==> config.mk <==
export PLATFORM = sky130hd
export DESIGN_NAME = sid_rx_scheduler
export DESIGN_NICKNAME = d
export VERILOG_FILES = /design/src/rtl/sid_rx_scheduler.sv
export SDC_FILE = /design/constraint.sdc
export NUM_CORES = 1
export LEC_CHECK = 0
export CAP_MARGIN = 20
export CELL_PAD_IN_SITES_DETAIL_PLACEMENT = 0
export CELL_PAD_IN_SITES_GLOBAL_PLACEMENT = 2
export CORE_ASPECT_RATIO = 1.25
export CORE_MARGIN = 4
export CORE_UTILIZATION = 50
export CTS_CLUSTER_DIAMETER = 40
export DETAILED_ROUTE_END_ITERATION = 8
export PLACE_DENSITY = 0.85
export SYNTH_ARGS = -nofsm -noshare
export SYNTH_HDL_FRONTEND = slang
export SYNTH_SLANG_ARGS = --single-unit
==> constraint.sdc <==
create_clock -name clk -period 5.7 [get_ports clk]
set_input_delay 0.57 -clock clk [delete_from_list [all_inputs] [get_ports clk]]
set_output_delay 0.57 -clock clk [all_outputs]
set_load 0.05 [all_outputs]
==> src/rtl/sid_rx_scheduler.sv <==
`default_nettype none
// +--------------------------------------------------------------------------+
// | sid_rx_scheduler: parses UART bytes into SID write/delay commands, buffers |
// | them in a FIFO and replays them to the SID bus in SID-clock ticks.         |
// | Optional: define SIDCTL_STATS_EN to add the stat_writes counter port.      |
// | Revision: 1.0                                                              |
// +--------------------------------------------------------------------------+
module sid_rx_scheduler #(
  parameter int FIFO_DEPTH = 16,
  parameter int TICK_DIV   = 32,
  parameter int DELAY_W    = 16
) (
  input  logic                          clk,
  input  logic                          rst_n,
  input  logic                          rx_valid,
  input  logic [7:0]                    rx_data,
  input  logic                          rx_eop,
  output logic                          sid_we,
  output logic [4:0]                    sid_addr,
  output logic [7:0]                    sid_wdata,
  input  logic                          sid_ack,
  output logic [$clog2(FIFO_DEPTH):0]   fifo_level,
  output logic                          busy,
  output logic                          overflow,
  output logic                          frame_err,
`ifdef SIDCTL_STATS_EN
  output logic [15:0]                   stat_writes,
`endif
  input  logic                          clear_err
);

  localparam int c_addrW  = $clog2(FIFO_DEPTH);
  localparam int c_payW   = (DELAY_W > 13) ? DELAY_W : 13;
  localparam int c_entryW = c_payW + 1;
  localparam int c_wideW  = (DELAY_W > 16) ? DELAY_W : 16;
  localparam int c_prescW = (TICK_DIV > 1) ? $clog2(TICK_DIV) : 1;

  typedef enum logic [1:0] {P_CMD, P_DATA, P_DLO, P_DHI} pState_t;
  typedef enum logic [1:0] {S_IDLE, S_WRITE, S_WAIT} sState_t;

  pState_t r_pState, w_pNext;
  sState_t r_sState, w_sNext;

  logic [4:0]            r_addrLatch;
  logic [7:0]            r_dlo;
  logic                  w_push, w_flush, w_cmdErr, w_eopErr;
  logic [c_entryW-1:0]   w_pushEntry;
  logic [c_wideW-1:0]    w_delayWide;

  logic [c_entryW-1:0]   r_mem [FIFO_DEPTH];
  logic [c_addrW-1:0]    r_rdPtr, r_wrPtr;
  logic [c_addrW:0]      r_count;
  logic                  w_empty, w_full, w_pushOk, w_pop, w_ovfSet;
  logic [c_entryW-1:0]   w_head;
  logic                  w_headIsDelay;
  logic [DELAY_W-1:0]    w_headCount;

  logic                  r_sidWe;
  logic [4:0]            r_sidAddr;
  logic [7:0]            r_sidWdata;
  logic [DELAY_W-1:0]    r_delayCnt;
  logic [c_prescW-1:0]   r_presc;
  logic                  w_tick;
  logic                  r_overflow, r_frameErr;

  // Byte is consumed first; a pending eop then checks the resulting state.
  always_comb begin
    w_pNext     = r_pState;
    w_push      = 1'b0;
    w_flush     = 1'b0;
    w_cmdErr    = 1'b0;
    w_eopErr    = 1'b0;
    w_pushEntry = '0;
    w_delayWide = c_wideW'({rx_data, r_dlo});
    if (rx_valid) begin
      case (r_pState)
        P_CMD: begin
          if (rx_data[7:5] == 3'b000)  w_pNext = P_DATA;
          else if (rx_data == 8'h80)   w_pNext = P_DLO;
          else if (rx_data == 8'hFF)   w_flush = 1'b1;
          else                         w_cmdErr = 1'b1;
        end
        P_DATA: begin
          w_push      = 1'b1;
          w_pushEntry = {1'b0, c_payW'({r_addrLatch, rx_data})};
          w_pNext     = P_CMD;
        end
        P_DLO: w_pNext = P_DHI;
        P_DHI: begin
          w_push      = 1'b1;
          w_pushEntry = {1'b1, c_payW'(w_delayWide[DELAY_W-1:0])};
          w_pNext     = P_CMD;
        end
        default: w_pNext = P_CMD;
      endcase
    end
    if (rx_eop && (w_pNext != P_CMD)) begin
      w_eopErr = 1'b1;
      w_pNext  = P_CMD;
    end
  end

  always_ff @(posedge clk or negedge rst_n) begin
    if (!rst_n) begin
      r_pState    <= P_CMD;
      r_addrLatch <= '0;
      r_dlo       <= '0;
    end else begin
      r_pState <= w_pNext;
      if (rx_valid && (r_pState == P_CMD) && (rx_data[7:5] == 3'b000))
        r_addrLatch <= rx_data[4:0];
      if (rx_valid && (r_pState == P_DLO))
        r_dlo <= rx_data;
    end
  end

  assign w_empty       = (r_count == '0);
  assign w_full        = (r_count == (c_addrW+1)'(FIFO_DEPTH));
  assign w_head        = r_mem[r_rdPtr];
  assign w_headIsDelay = w_head[c_payW];
  assign w_headCount   = w_head[DELAY_W-1:0];
  assign w_pushOk      = w_push && !w_flush && (!w_full || w_pop);
  assign w_ovfSet      = w_push && !w_flush && w_full && !w_pop;

  always_ff @(posedge clk) begin
    if (w_pushOk) r_mem[r_wrPtr] <= w_pushEntry;
  end

  always_ff @(posedge clk or negedge rst_n) begin
    if (!rst_n) begin
      r_rdPtr <= '0;
      r_wrPtr <= '0;
      r_count <= '0;
    end else if (w_flush) begin
      r_rdPtr <= '0;
      r_wrPtr <= '0;
      r_count <= '0;
    end else begin
      if (w_pushOk) r_wrPtr <= r_wrPtr + 1'b1;
      if (w_pop)    r_rdPtr <= r_rdPtr + 1'b1;
      if (w_pushOk && !w_pop)      r_count <= r_count + 1'b1;
      else if (!w_pushOk && w_pop) r_count <= r_count - 1'b1;
    end
  end

  assign w_tick = (r_presc == c_prescW'(TICK_DIV - 1));

  // Pops are held off during a flush so the flushed head is never replayed.
  always_comb begin
    w_sNext = r_sState;
    w_pop   = 1'b0;
    case (r_sState)
      S_IDLE: begin
        if (!w_empty && !w_flush) begin
          w_pop = 1'b1;
          if (!w_headIsDelay)          w_sNext = S_WRITE;
          else if (w_headCount != '0)  w_sNext = S_WAIT;
        end
      end
      S_WRITE: if (r_sidWe && sid_ack) w_sNext = S_IDLE;
      S_WAIT: begin
        if (w_flush) w_sNext = S_IDLE;
        else if (w_tick && (r_delayCnt == DELAY_W'(1))) w_sNext = S_IDLE;
      end
      default: w_sNext = S_IDLE;
    endcase
  end

  always_ff @(posedge clk or negedge rst_n) begin
    if (!rst_n) r_sState <= S_IDLE;
    else        r_sState <= w_sNext;
  end

  always_ff @(posedge clk or negedge rst_n) begin
    if (!rst_n) begin
      r_sidWe    <= 1'b0;
      r_sidAddr  <= '0;
      r_sidWdata <= '0;
      r_delayCnt <= '0;
      r_presc    <= '0;
    end else begin
      if (w_pop && !w_headIsDelay) begin
        r_sidWe    <= 1'b1;
        r_sidAddr  <= w_head[12:8];
        r_sidWdata <= w_head[7:0];
      end else if (r_sidWe && sid_ack) begin
        r_sidWe <= 1'b0;
      end
      if (w_pop && w_headIsDelay) begin
        r_delayCnt <= w_headCount;
        r_presc    <= '0;
      end else if (r_sState == S_WAIT) begin
        if (w_tick) begin
          r_presc    <= '0;
          r_delayCnt <= r_delayCnt - 1'b1;
        end else begin
          r_presc <= r_presc + 1'b1;
        end
      end
    end
  end

  always_ff @(posedge clk or negedge rst_n) begin
    if (!rst_n) begin
      r_overflow <= 1'b0;
      r_frameErr <= 1'b0;
    end else begin
      if (w_ovfSet)       r_overflow <= 1'b1;
      else if (clear_err) r_overflow <= 1'b0;
      if (w_cmdErr || w_eopErr) r_frameErr <= 1'b1;
      else if (clear_err)       r_frameErr <= 1'b0;
    end
  end

`ifdef SIDCTL_STATS_EN
  logic [15:0] r_statWrites;
  always_ff @(posedge clk or negedge rst_n) begin
    if (!rst_n)                   r_statWrites <= '0;
    else if (r_sidWe && sid_ack)  r_statWrites <= r_statWrites + 1'b1;
  end
  assign stat_writes = r_statWrites;
`endif

  assign sid_we     = r_sidWe;
  assign sid_addr   = r_sidAddr;
  assign sid_wdata  = r_sidWdata;
  assign fifo_level = r_count;
  assign busy       = !w_empty || (r_sState != S_IDLE);
  assign overflow   = r_overflow;
  assign frame_err  = r_frameErr;

endmodule
`default_nettype wire

# After elaboration in Yosys (flattened, before gate mapping)
# Memories as Yosys holds them, arrays and structs flattened.
# Cells that the tools add are included.
[totals]
register_bits = 67
n_memories = 1
ram_bits = 272
latchBits = 0
out_inout_bits = 22
wordCells = 126
romBits = 0
[memory_table]
columns = ["name", "depth", "word_bits", "rd", "rd_ports_with_merged_regs", "write_ports", "line_no", "rtl"]
rows = [
  ["r_mem", 16, 17, 1, 0, 1, "50", "logic [c_entryW-1:0] r_mem [FIFO_DEPTH];"],
]
[classes]
shift = 0
muxes = 49
bitwise = 0
order_cmp = 0
add_sub_neg = 6
div_mod_pow = 0
n_reduce_logical = 42
n_mul = 0
n_eq_ne = 14
[ops]
columns = ["operator", "count"]
rows = [
  ["two-way mux 16 bit", 3],
  ["case mux 17 bit (2 select lines)", 1],
  ["two-way mux 5 bit", 6],
  ["two-way mux 1 bit", 22],
  ["two-way mux 2 bit", 10],
  ["nonzero test 2 bit", 9],
  ["two-way mux 17 bit", 1],
  ["equality test 16 x 1 -> 1 bit (second input constant)", 1],
  ["equality test 8 bit (second input constant)", 2],
  ["two-way mux 4 bit", 4],
  ["nonzero test 16 bit", 1],
  ["subtractor 16 x 1 -> 16 bit (second input constant)", 1],
  ["logical AND 1 bit", 15],
  ["case mux 2 bit (3 select lines)", 2],
  ["adder 5 x 1 -> 5 bit (second input constant)", 2],
  ["equality test 5 bit (second input constant)", 2],
  ["adder 4 x 1 -> 4 bit (second input constant)", 2],
  ["equality test 2 bit (second input constant)", 3],
  ["logical NOT 1 bit", 6],
  ["!= test 3 bit (second input constant)", 2],
  ["logical NOT 5 bit", 1],
  ["subtractor 5 x 1 -> 5 bit (second input constant)", 1],
  ["equality test 2 x 1 -> 1 bit (second input constant)", 2],
  ["logical NOT 2 bit", 2],
  ["other kinds (7)", 10],
]

# Longest topological paths before layout
# Gate-level depths: netlist (run 1).
[logic_depth]
ltp_word = 17
ltp_mapped = 13

# Least setup slack after synthesis (run 1)
# Ideal clock, no wire load.
[synth_timing]
path_kind = "in2reg"
from = "in rx_data[0]"
to = "reg r_count[4] (netlist: fifo_level[4])"
path_slack_ns = 2.444
setup_time_ns = 0.145
path_stages = 12
t_arrival_ns = 3.111
path_cell_list = "or4_4 > o21ai_2 > a211oi_2 > or4_1 > buf_2 > nand3_2 > ha_1 > a21o_1 > a21oi_1 > nor2_1 > a211oi_1 > o31ai_1"
[synth_between]
elab_chain_len = 15
elab_cells_between_ends = 21
classes_between = "eq/ne: 2; mux: 9; reduce/logical: 10"
[synth_lines]
columns = ["item", "line_no", "rtl"]
rows = [
  ["start: declaration", "16", "input logic [7:0] rx_data,"],
  ["equality test 8 bit", "80", "else if (rx_data == 8'hFF) w_flush = 1'b1;"],
  ["two-way mux 1 bit", "80", ""],
  ["two-way mux 1 bit (*)", "79", "else if (rx_data == 8'h80) w_pNext = P_DLO;"],
  ["two-way mux 1 bit (*)", "78", "if (rx_data[7:5] == 3'b000) w_pNext = P_DATA;"],
  ["two-way mux 1 bit (*)", "76", "case (r_pState)"],
  ["two-way mux 1 bit (*)", "75", "if (rx_valid) begin"],
  ["logical NOT 1 bit", "122, 154", ""],
  ["logical AND 1 bit", "154", "if (!w_empty && !w_flush) begin"],
  ["two-way mux 1 bit", "154", ""],
  ["two-way mux 1 bit", "152", "case (r_sState)"],
  ["logical OR 1 bit", "122", "assign w_pushOk = w_push && !w_flush && (!w_full || w_pop);"],
  ["logical AND 1 bit", "122", ""],
  ["logical AND 1 bit or logical NOT 1 bit (tied branches)", "141, 142", ""],
  ["two-way mux 5 bit or logical AND 1 bit (tied branches)", "141, 142", ""],
  ["two-way mux 5 bit or nonzero test 3 bit (tied branches)", "-", ""],
  ["end signal: assignment", "141", "if (w_pushOk && !w_pop) r_count <= r_count + 1'b1;"],
  ["end signal: assignment", "142", "else if (!w_pushOk && w_pop) r_count <= r_count - 1'b1;"],
  ["end: declaration", "52", "logic [c_addrW:0] r_count;"],
]
# Every way passes the cells marked *; elsewhere a longest branch is shown, timed or not.
# A chain may end at the register's enable or synchronous reset.

# Worst setup path after layout (run 1)
[layout_timing]
from = "in rx_data[7]"
to = "reg r_count[4] (netlist: fifo_level[4])"
[layout_between]
elab_chain_len = 15
elab_cells_between_ends = 22
classes_between = "eq/ne: 2; mux: 9; reduce/logical: 11"
[layout_lines]
columns = ["item", "line_no"]
rows = [
  ["equality test 8 bit", "80"],
  ["two-way mux 1 bit", "80"],
  ["two-way mux 1 bit", "79"],
  ["two-way mux 1 bit (*)", "78"],
  ["two-way mux 1 bit (*)", "76"],
  ["two-way mux 1 bit (*)", "75"],
  ["logical NOT 1 bit", "122, 154"],
  ["logical AND 1 bit", "154"],
  ["two-way mux 1 bit", "154"],
  ["two-way mux 1 bit", "152"],
  ["logical OR 1 bit", "122"],
  ["logical AND 1 bit", "122"],
  ["logical AND 1 bit or logical NOT 1 bit (tied branches)", "141, 142"],
  ["two-way mux 5 bit or logical AND 1 bit (tied branches)", "141, 142"],
  ["two-way mux 5 bit or nonzero test 3 bit (tied branches)", "-"],
]
# Marked as above.

==> results by group, run 1 <==
Outcome
  – Run status: completed

Global route
  – Pin count of the biggest net entering global routing: slightly below 70
  – Congestion Overflow GR: 0
  – GRT Resource Usage Total: 0.2146
  – Antenna violations before repair: 0
  – Global-route wire length before repair: 49.28 mm
  – Via count of the first global-routing pass: 8055

Clock tree
  – Post-CTS Setup Inserts: 0
  – Resize count post-CTS: 0
  – CTS sink cnt: 339
  – Clock tree from TritonCTS: yes
  – CTS buffer count: 41
  – CTS max path bufs: 3
  – CTS H-tree depth: 2
  – Clock latency on the worst-skew pair: roughly 530 ps
  – Master cell of the clock root buffer: sky130_fd_sc_hd__clkbuf_16
  – Cts-stage hold buffer count: 0
  – Clock-pin transition on the worst setup and hold timing paths: 60 ps

STA
  – Total setup violations reported at the end of the flow: 0
  – Slew margin rel.: 0.3731
  – Count of endpoints failing hold in the final timing report: 0
  – Slew at the pin with the worst max-slew slack: 940.3 ps
  – Fin crit share: 0.6655
  – RSZ-0062 raised after global routing: false
  – Worst clock skew: approximately 22 ps
  – Total negative slack for setup checks: 0 ps
  – Final Slew Violations: 0
  – Tmin final: 3793 ps
  – Max Fclk: 263.6 MHz

Synth
  – Library cell with the largest summed area after synthesis: sky130_fd_sc_hd__edfxtp_1
  – Syn_nets: 886
  – Sequential element share of the synthesized area: 0.7021
  – Number of register bits inferred by synthesis: 339
  – Share of the synthesized area in the top cell type: 0.5825
  – Commonest cells post-synth: 272 x sky130_fd_sc_hd__edfxtp_1, 83 x sky130_fd_sc_hd__mux2i_1, 67 x sky130_fd_sc_hd__dfrtp_1
  – Share of synthesized flip-flops with an asynchronous set or reset: 0.1976
  – Largest cells by area after synthesis: sky130_fd_sc_hd__edfxtp_1 58%, sky130_fd_sc_hd__dfrtp_1 12%, sky130_fd_sc_hd__mux2i_1 5.9%
  – Distinct cells, synth: 53
  – Count of yosys warnings during synthesis: 0
  – Number of enable-type register cells in the synthesized netlist: 272
  – Cell count after synthesis: 858
  – Post-synth top flop: sky130_fd_sc_hd__edfxtp_1
  – Average instance area after synthesis: 16.34 µm²
  – Cell area after technology mapping: 14020 µm²
  – Most frequently used cell type in the post-synthesis netlist: sky130_fd_sc_hd__edfxtp_1

Critical path
  – CP startpoint kind: primary input
  – Buffers plus inverters on the worst setup path: 1
  – Critical path class: primary input to flop
  – Kind of cell adding the most delay to the critical path: compound AO/OA/AOI/OAI gates
  – Required time of the critical path: 6080 ps
  – CP arrival: 4170 ps
  – Cell breakdown of the critical path: clkdlybuf4s50_1, nand4_1, or2_2, a211oi_2, or4_1, nand3_2, fa_1, a21o_1, a21oi_1, nor2_1, a211oi_1, o31ai_1
  – Cell with the largest stage delay on the worst path: sky130_fd_sc_hd__clkdlybuf4s50_1
  – Type of destination of the critical path: flop
  – Largest fanout of any net on the critical path: 10
  – Delay of the slowest cell on the worst path: 620 ps

Die
  – Core Region: 27650 µm²
  – Standard-cell rows: 68
  – Die area: 30800 µm²
  – Effective utilization at floorplan: 0.5071
  – I/O pin count: 36
  – Die boundary width: 157.8 µm
  – Chip height: 195.2 µm

Power and ir drop
  – Total power per unit cell area: 501.0 nW/µm²
  – Static power due to leakage: between 5 and 6 nW
  – Worst vdd rail ir drop: 0.2363 mV

Final layout
  – Antenna diodes: 0
  – Final core occ: 0.5849
  – Layout area overhead: 15.36%
  – Share of post-route cells with drive strength above 1: 0.1746
  – Filler instances: 2074
  – Number of nets in the finished design: 946
  – Fin area: around 16000 µm²

Routing
  – Total iterations of the first detailed-routing run: 5
  – Via count of the routed design: 7780
  – Detail Route Antenna Nets: 0
  – Wirelength per Cell: 24.87 µm
  – Number of violations reported at the end of detailed-routing iteration 0: 664
  – Avg Vias per Cell: 5.980
  – Wire length after detailed routing: roughly 32 mm
  – Remaining design rule violation count: 0

Run
  – Number of maximum-capacitance violations: 0

Placement
  – Post-Place Cell Area: 14780 µm²
  – Count of input and output buffers: 35
  – DP HPWL: approximately 21 mm
  – Gpl congestion: ~0.85

Min path
  – Class of the worst hold path: primary input to async pin
-- kinds of logic (layout without fill, tap and decap cells) --
group,count (synthesis),in the layout,share of synthesized area
AND/OR/NAND/NOR,172,172,0.06095
adder cells (fa/ha/maj),14,14,0.01303
multiplexers,147,147,0.1380
XOR/XNOR,20,20,0.01249
AO/OA/AOI/OAI,118,118,0.05854
flip-flops,339,339,0.7021
buffers and inverters,48,141,0.01490
-- power breakdown --
part	switching, mW	internal [mW]
clock	1.06	1.51
sequential	0.300	2.84
combinational	1.45	0.942
total	2.82	5.29
-- per-stage QoR --
step           power, mW  setup WS [ps]  hold WS (ps)  instances
2_1_floorplan      4.772           2444         274.4        858
3_3_place_gp       5.549           1460         486.4       1222
3_5_place_dp       5.598           1391         492.1       1223
4_1_cts            8.154           1929         198.6       1299
5_1_grt            8.463           1584         221.0       1301
6_report           8.104           1907         161.2       1301
-- worst paths after layout --
check | from | endpoint | slack, ps | cells after the start
max | rx_data[7] | fifo_level[4] | 1910 | 12
min | rst_n | sid_wdata[6] | 160 | 1
max reg2reg | r_pState[1] | fifo_level[4] | 1950 | 10
min reg2reg | r_addrLatch[0] | r_addrLatch[0] | 500 | 1
max in group asynchronous | rst_n | r_rdPtr[0] | 4820 | 1
min in group clk | r_addrLatch[0] | r_addrLatch[0] | 500 | 1
-- placed cells by master, fill, tap and decap left out, types with 34 or more instances in the layout --
cell	instances
sky130_fd_sc_hd__nand2_1	56
sky130_fd_sc_hd__a221oi_1	34
sky130_fd_sc_hd__mux4_2	34
sky130_fd_sc_hd__mux2i_1	83
sky130_fd_sc_hd__clkdlybuf4s50_1	34
sky130_fd_sc_hd__dfrtp_1	66
sky130_fd_sc_hd__clkbuf_16	43
sky130_fd_sc_hd__edfxtp_1	272
sky130_fd_sc_hd__nor2_1	36
sky130_fd_sc_hd__o21ai_0	37
-- layout make-up --
class                   instances  area, µm²  area share
clock buffers                  45       1084     0.06699
inverters                       9      33.78    0.002089
clock inverters                31      291.5     0.01802
well taps                     350      437.9     0.02708
flip-flops and latches        339       9848      0.6089
repair buffers                 56      509.2     0.03148
multi-input cells             471       3970      0.2455
-- registers in the layout (all words and copies together) (netlist names) --
signal,count
overflow,1
sid_we,1
sid_wdata,8
r_delayCnt,16
r_mem,272
r_sState,2
r_rdPtr,4
r_presc,5
sid_addr,5
r_dlo,8
r_wrPtr,4
r_addrLatch,5
r_pState,2
frame_err,1
fifo_level,5
-- layer usage --
metal / part of all wire / track usage
met1: 0.41 / 0.2948
met2: 0.50 / 0.3507
met3: 0.059 / 0.03347
met4: 0.035 / 0.07427
met5: 0 / 0
(Power assumes the default switching activity.)
==> run 2, diff against run 1 <==
CORE_UTILIZATION = 42   (was 50)
PLACE_DENSITY = 0.76   (was 0.85)
clock period = 3.29 ns   (was 5.7 ns; I/O delays follow)
==> run 2 against run 1 <==
  * Wire length down 2.7%
  * Critical endpoint is now sid_wdata[6]
  * Largest cell class unchanged
  * Via count increased by 0.46%
  * Cell count grew 10%
==> results by group, run 2 (synthesis results as in run 1) <==
Min path
  – Cell depth of the worst min-delay path: 2
  – Class of the worst hold path: primary input to flop
  – Worst Hold Launch: sid_ack
  – Worst Hold Endpoint: sid_we

Routing
  – Via count of the routed design: 7816 (+0.46%)
  – Total iterations of the first detailed-routing run: 5 (unchanged)
  – Number of violations reported at the end of detailed-routing iteration 0: 621 (-6.5%)
  – Wirelength per Cell: 21.92 µm (-12%)
  – Wire length after detailed routing: 31.49 mm (-2.7%)
  – Detail Route Antenna Nets: 0 (unchanged)
  – Avg Vias per Cell: 5.439 (-9.0%)
  – Remaining design rule violation count: 0 (unchanged)

Clock tree
  – CTS sink cnt: 339 (unchanged)
  – Clock latency on the worst-skew pair: 550 ps (+20 ps)
  – CTS max path bufs: 3 (unchanged)
  – Master cell of the clock root buffer: sky130_fd_sc_hd__clkbuf_16
  – Clock tree from TritonCTS: yes
  – CTS buffer count: 42 (+2.4%)
  – Clock-pin transition on the worst setup and hold timing paths: 60 ps (about the same)
  – CTS H-tree depth: 2 (unchanged)
  – Post-CTS Setup Inserts: 0 (unchanged)

STA
  – RSZ-0062 raised after global routing: false
  – Max Fclk: between 300 and 400 MHz
  – Final Slew Violations: 0 (unchanged)
  – Fin crit share: 0.8817
  – Total negative slack for setup checks: 0 ps (unchanged)
  – Count of endpoints failing hold in the final timing report: 0 (unchanged)
  – Slew margin rel.: 0.3637 (-0.009402)
  – Tmin final: 2901 ps
  – Worst clock skew: 21.34 ps (-0.8540 ps)
  – Slew at the pin with the worst max-slew slack: 954.4 ps (+14.10 ps)
  – Total setup violations reported at the end of the flow: 0 (unchanged)

Global route
  – Congestion Overflow GR: 0 (unchanged)
  – Antenna violations before repair: 2 (+2)
  – GRT Resource Usage Total: 0.1774 (-0.03717)
  – Pin count of the biggest net entering global routing: 68 (unchanged)
  – Global-route wire length before repair: 48.87 mm (-0.83%)
  – Via count of the first global-routing pass: 8030 (-0.31%)

Critical path
  – Buffers plus inverters on the worst setup path: 2 (+1)
  – Largest fanout of any net on the critical path: 61 (+51)
  – Critical path class: flop to flop
  – Cell with the largest stage delay on the worst path: sky130_fd_sc_hd__dfrtp_4
  – Delay of the slowest cell on the worst path: 570 ps (-50 ps)
  – Register-to-register setup slack: 390 ps (-1560 ps)
  – CP arrival: 3310 ps (-860 ps)
  – Number of cell instances on the worst register-to-register path: 7 (-3)
  – Endpoint of the worst-slack reg-to-reg timing path: sid_wdata[6]
  – Crit Reg-Reg Startpoint: r_rdPtr[0]
  – Type of destination of the critical path: flop
  – Kind of cell adding the most delay to the critical path: compound AO/OA/AOI/OAI gates
  – Cell breakdown of the critical path: buf_12, mux2i_1, a221oi_1, o21ai_0, nand3_1, buf_4, mux2_2
  – Required time of the critical path: 3700 ps (-2380 ps)
  – CP startpoint kind: flop

Die
  – Die area: 36390 µm² (+18%)
  – Die boundary width: 171.4 µm (+8.6%)
  – Effective utilization at floorplan: 0.4278 (-0.07928)
  – I/O pin count: 36 (unchanged)
  – Chip height: 212.3 µm (+8.7%)
  – Core Region: 32780 µm² (+19%)
  – Standard-cell rows: 74 (+8.8%)

Final layout
  – Most common library cell in the layout ignoring fill and taps: sky130_fd_sc_hd__edfxtp_1
  – Share of post-route cells with drive strength above 1: 0.2257 (+0.05116)
  – Antenna diodes: 0 (unchanged)
  – Most frequent cells in the layout: 272 x sky130_fd_sc_hd__edfxtp_1, 83 x sky130_fd_sc_hd__mux2i_1, 73 x sky130_fd_sc_hd__buf_4
  – Number of nets in the finished design: 1015 (+7.3%)
  – Max reg flops: 272 (unchanged)
  – Top reg by flops: r_mem
  – Layout area overhead: 21.84%
  – Fin area: 17080 µm² (+5.6%)
  – Largest regs: r_mem x272, r_delayCnt x16

Power and ir drop
  – Static power due to leakage: 6.388 nW (+6.9%)
  – Worst vdd rail ir drop: 0.4069 mV (+72%)
  – Total power per unit cell area: 850.8 nW/µm² (+70%)

Outcome
  – Run status: completed

Placement
  – DP HPWL: 20.94 mm (-2.1%)
  – Post-Place Cell Area: 15570 µm² (+5.3%)
  – Gpl congestion: 0.7768 (-8.7%)
  – Count of input and output buffers: 35 (unchanged)

Run
  – Number of maximum-capacitance violations: 0 (unchanged)
run 2: worst max path at each step:
| stage | startpoint | endpoint | slack (ps) | cells past startpoint |
|---|---|---|---|---|
| after floorplan | fifo_level[0] | fifo_level[4] | 190 | 11 |
| after global placement | rx_data[2] | r_mem[12][5] | -100 | 10 |
| after detailed placement | rx_data[2] | r_mem[13][5] | -130 | 10 |
| after CTS | fifo_level[3] | busy | 350 | 6 |
| after global routing | fifo_level[1] | fifo_level[4] | 180 | 13 |
| final | r_rdPtr[0] | sid_wdata[6] | 390 | 7 |
run 2: stage by stage:
stage	util	setup WS [ps]	power (mW)	hold WS (ps)	cells
2_1_floorplan	-	190.2	8.227	33.41	858
3_3_place_gp	0.4746	-103.6	9.799	487.6	1358
3_5_place_dp	0.4750	-130.9	9.833	491.5	1359
4_1_cts	0.5210	355.0	14.73	365.9	1436
5_1_grt	0.5212	177.5	15.29	392.1	1437
6_report	0.5212	389.2	14.53	382.3	1437
run 2: area by class of cell:
cell class              instances  area [µm²]
multi-input cells             471        3970
inverters                       9       33.78
fillers                      2724       15690
well taps                     418       523.0
flip-flops and latches        339        9848
clock buffers                  46        1087
repair buffers                124        1210
clock inverters                30       410.4
run 2: where the power goes:
part           leakage [nW]  switching (mW)  internal (mW)
clock                 0.724            1.80           3.05
sequential             3.59           0.330           4.92
combinational          2.07            2.58           1.85
run 2: routing by layer:
metal | part of all wire | GRT usage | vias to the layer above
li1 | - | - | 3633
met1 | 0.42 | 0.2391 | 3955
met2 | 0.51 | 0.3025 | 182
met3 | 0.046 | 0.02883 | 46
met4 | 0.019 | 0.04455 | 0
met5 | 0 | 0 | -
run 2: what timing repair did:
item                                   CTS  global route
endpoints found under the hold margin   67             0
hold buffers                             1             0
gates resized for setup                  0             0
==> run 3, diff against run 2 <==
GPL_TIMING_DRIVEN = 0   (was unset)
PLACE_DENSITY = 0.75   (was 0.76)
REMOVE_ABC_BUFFERS = 1   (was unset)
==> run 3 against run 2 <==
  * The run now ends with setup timing left
  * Clock skew rose by 0.55 ps
  * Die area stayed put
  * Via count down 2.5%
  * Critical path type is now primary input to flop
==> results by group, run 3 (synthesis results as in run 1) <==
Die
  – Die boundary width: 171.4 µm (unchanged)
  – Effective utilization at floorplan: 0.4278 (unchanged)
  – Chip height: 212.3 µm (unchanged)
  – Core Region: 32780 µm² (unchanged)
  – Die area: 36390 µm² (unchanged)
  – I/O pin count: 36 (unchanged)
  – Standard-cell rows: 74 (unchanged)

Placement
  – Count of input and output buffers: 35 (unchanged)
  – Placed Cells: 1291 (-5.0%)
  – DP HPWL: 20.07 mm (-4.2%)
  – Gpl congestion: 0.7165 (-7.8%)
  – Post-Place Cell Area: 15180 µm² (-2.5%)

STA
  – Fin crit share: 1.016 (+0.1338)
  – Tmin final: 3341 ps (+440.3 ps)
  – Count of endpoints failing hold in the final timing report: 0 (unchanged)
  – Smallest setup slack after layout: -51.05 ps (-440.3 ps)
  – Total setup violations reported at the end of the flow: 34 (+34)
  – Worst clock skew: 21.89 ps (+0.5543 ps)
  – Slew margin rel.: 0.3535 (-0.01021)
  – Final Slew Violations: 0 (unchanged)
  – Slew at the pin with the worst max-slew slack: 966.2 ps (+11.75 ps)
  – RSZ-0062 raised after global routing: true
  – Max Fclk: 299.3 MHz (-13%)

Global route
  – Via count of the first global-routing pass: 7857 (-2.2%)
  – Antenna violations before repair: 0 (-2)
  – GRT Resource Usage Total: 0.1843 (+0.006863)
  – Pin count of the biggest net entering global routing: 50 (-26%)
  – Congestion Overflow GR: 0 (unchanged)
  – Global-route wire length before repair: 49.72 mm (+1.7%)

Routing
  – Wire length after detailed routing: 32.69 mm (+3.8%)
  – Avg Vias per Cell: 5.501 (+1.1%)
  – Total iterations of the first detailed-routing run: 7 (+2)
  – Wirelength per Cell: 23.59 µm (+7.6%)
  – Detail Route Antenna Nets: 0 (unchanged)
  – Remaining design rule violation count: 0 (unchanged)
  – Via count of the routed design: 7624 (-2.5%)
  – Number of violations reported at the end of detailed-routing iteration 0: 545 (-12%)

Clock tree
  – CTS sink cnt: 339 (unchanged)
  – Clock latency on the worst-skew pair: 550 ps (about the same)
  – Clock tree from TritonCTS: yes
  – Master cell of the clock root buffer: sky130_fd_sc_hd__clkbuf_16
  – CTS buffer count: 45 (+7.1%)
  – CTS H-tree depth: 2 (unchanged)
  – Clock-pin transition on the worst setup and hold timing paths: 60 ps (about the same)
  – CTS max path bufs: 3 (unchanged)

Final layout
  – Top reg by flops: r_mem
  – Filler instances: 2737 (+0.48%)
  – Fin area: 16940 µm² (-0.84%)
  – Antenna diodes: 0 (unchanged)
  – Number of nets in the finished design: 960 (-5.4%)
  – Final non-filler cell total: 1386 (-3.5%)
  – Largest regs: r_mem x272, r_delayCnt x16
  – Layout area overhead: 20.81%
  – Max reg flops: 272 (unchanged)
  – Most frequent cells in the layout: 272 x sky130_fd_sc_hd__edfxtp_1, 83 x sky130_fd_sc_hd__mux2i_1, 62 x sky130_fd_sc_hd__dfrtp_1
  – Most common library cell in the layout ignoring fill and taps: sky130_fd_sc_hd__edfxtp_1
  – Share of post-route cells with drive strength above 1: 0.2180 (-0.007736)

Power and ir drop
  – Worst vdd rail ir drop: 0.4695 mV (+15%)
  – Static power due to leakage: 6.195 nW (-3.0%)
  – Total power per unit cell area: 858.9 nW/µm² (+0.94%)

Critical path
  – Largest fanout of any net on the critical path: 10 (-84%)
  – Critical path class: primary input to flop
  – Required time of the critical path: 3530 ps (-170 ps)
  – CP arrival: 3580 ps (+270 ps)
  – CP startpoint kind: primary input
  – Type of destination of the critical path: flop

Min path
  – Class of the worst hold path: primary input to async pin

Run
  – Number of maximum-capacitance violations: 0 (unchanged)

Outcome
  – Run status: finished, violations left
  – Violations in the final reports: setup timing
## run 3: final cells by class
type	instances	area, µm²	area share
flip-flops and latches	339	9853	0.5817
multi-input cells	472	4083	0.2410
clock buffers	51	1191	0.07032
repair buffers	65	905.9	0.05348
well taps	418	523.0	0.03088
clock inverters	32	347.8	0.02053
inverters	9	35.03	0.002068
## run 3: repair_timing
action | 4_1_cts | 5_1_grt
gates resized for setup | 27 | 11
pin swaps | 4 | 2
hold buffers | 1 | 0
setup buffers | 4 | 6
setup endpoints to repair | 312 | 170
cloned | 1 | 0
hold endpoints to repair | 32 | 0
## run 3: worst paths after layout
kind                          startpoint       endpoint  slack [ps]  depth (start not counted)
max reg2reg                fifo_level[0]  fifo_level[4]          90                         10
min reg2reg                  sid_addr[1]    sid_addr[1]         500                          1
max in group asynchronous          rst_n    r_pState[1]        2430                          3
min in group clk              rx_data[7]       r_dlo[7]         310                          2
min                                rst_n     r_presc[0]         270                          2
max                           rx_data[0]    r_mem[8][9]         -50                         10
## run 3: report_power, final
part	internal (mW)	leakage [nW]	switching, mW
Combinational	1.78	1.87	2.42
Sequential	4.92	3.59	0.544
Clock	2.92	0.740	1.96
Total	9.62	6.19	4.92
## run 3: critical path: stages
cell and delay, ps:
sky130_fd_sc_hd__clkdlybuf4s50_1 510, sky130_fd_sc_hd__or4_4 590, sky130_fd_sc_hd__o21ai_2 200, sky130_fd_sc_hd__a211oi_4 110, sky130_fd_sc_hd__buf_4 190, sky130_fd_sc_hd__nor4_4 250, sky130_fd_sc_hd__o21ai_1 220, sky130_fd_sc_hd__nor3b_1 440
sky130_fd_sc_hd__and2_2 500, sky130_fd_sc_hd__buf_8 210
## run 3: through the flow
step                      setup TNS, ps  worst slack [ps]    util  hold slack [ps]  power (mW)
final                            -730.2            -51.05  0.5168            272.8       14.55
after global routing              -6104            -164.6  0.5168            310.3       15.30
after CTS                             0             5.905  0.5138            261.4       14.62
after detailed placement        -375120             -1626  0.4630            315.5       9.579
after global placement          -636750             -4307  0.4491            486.6       9.315
after floorplan                  -80310             -2271       -            33.41       8.268
## run 3: metal layers
layer | global-route usage | share of wire | vias to the layer above
met3 | 0.03422 | 0.044 | 50
met2 | 0.3132 | 0.51 | 160
li1 | - | - | 3536
met1 | 0.2457 | 0.43 | 3878
met5 | 0 | 0 | -
met4 | 0.04783 | 0.020 | 0
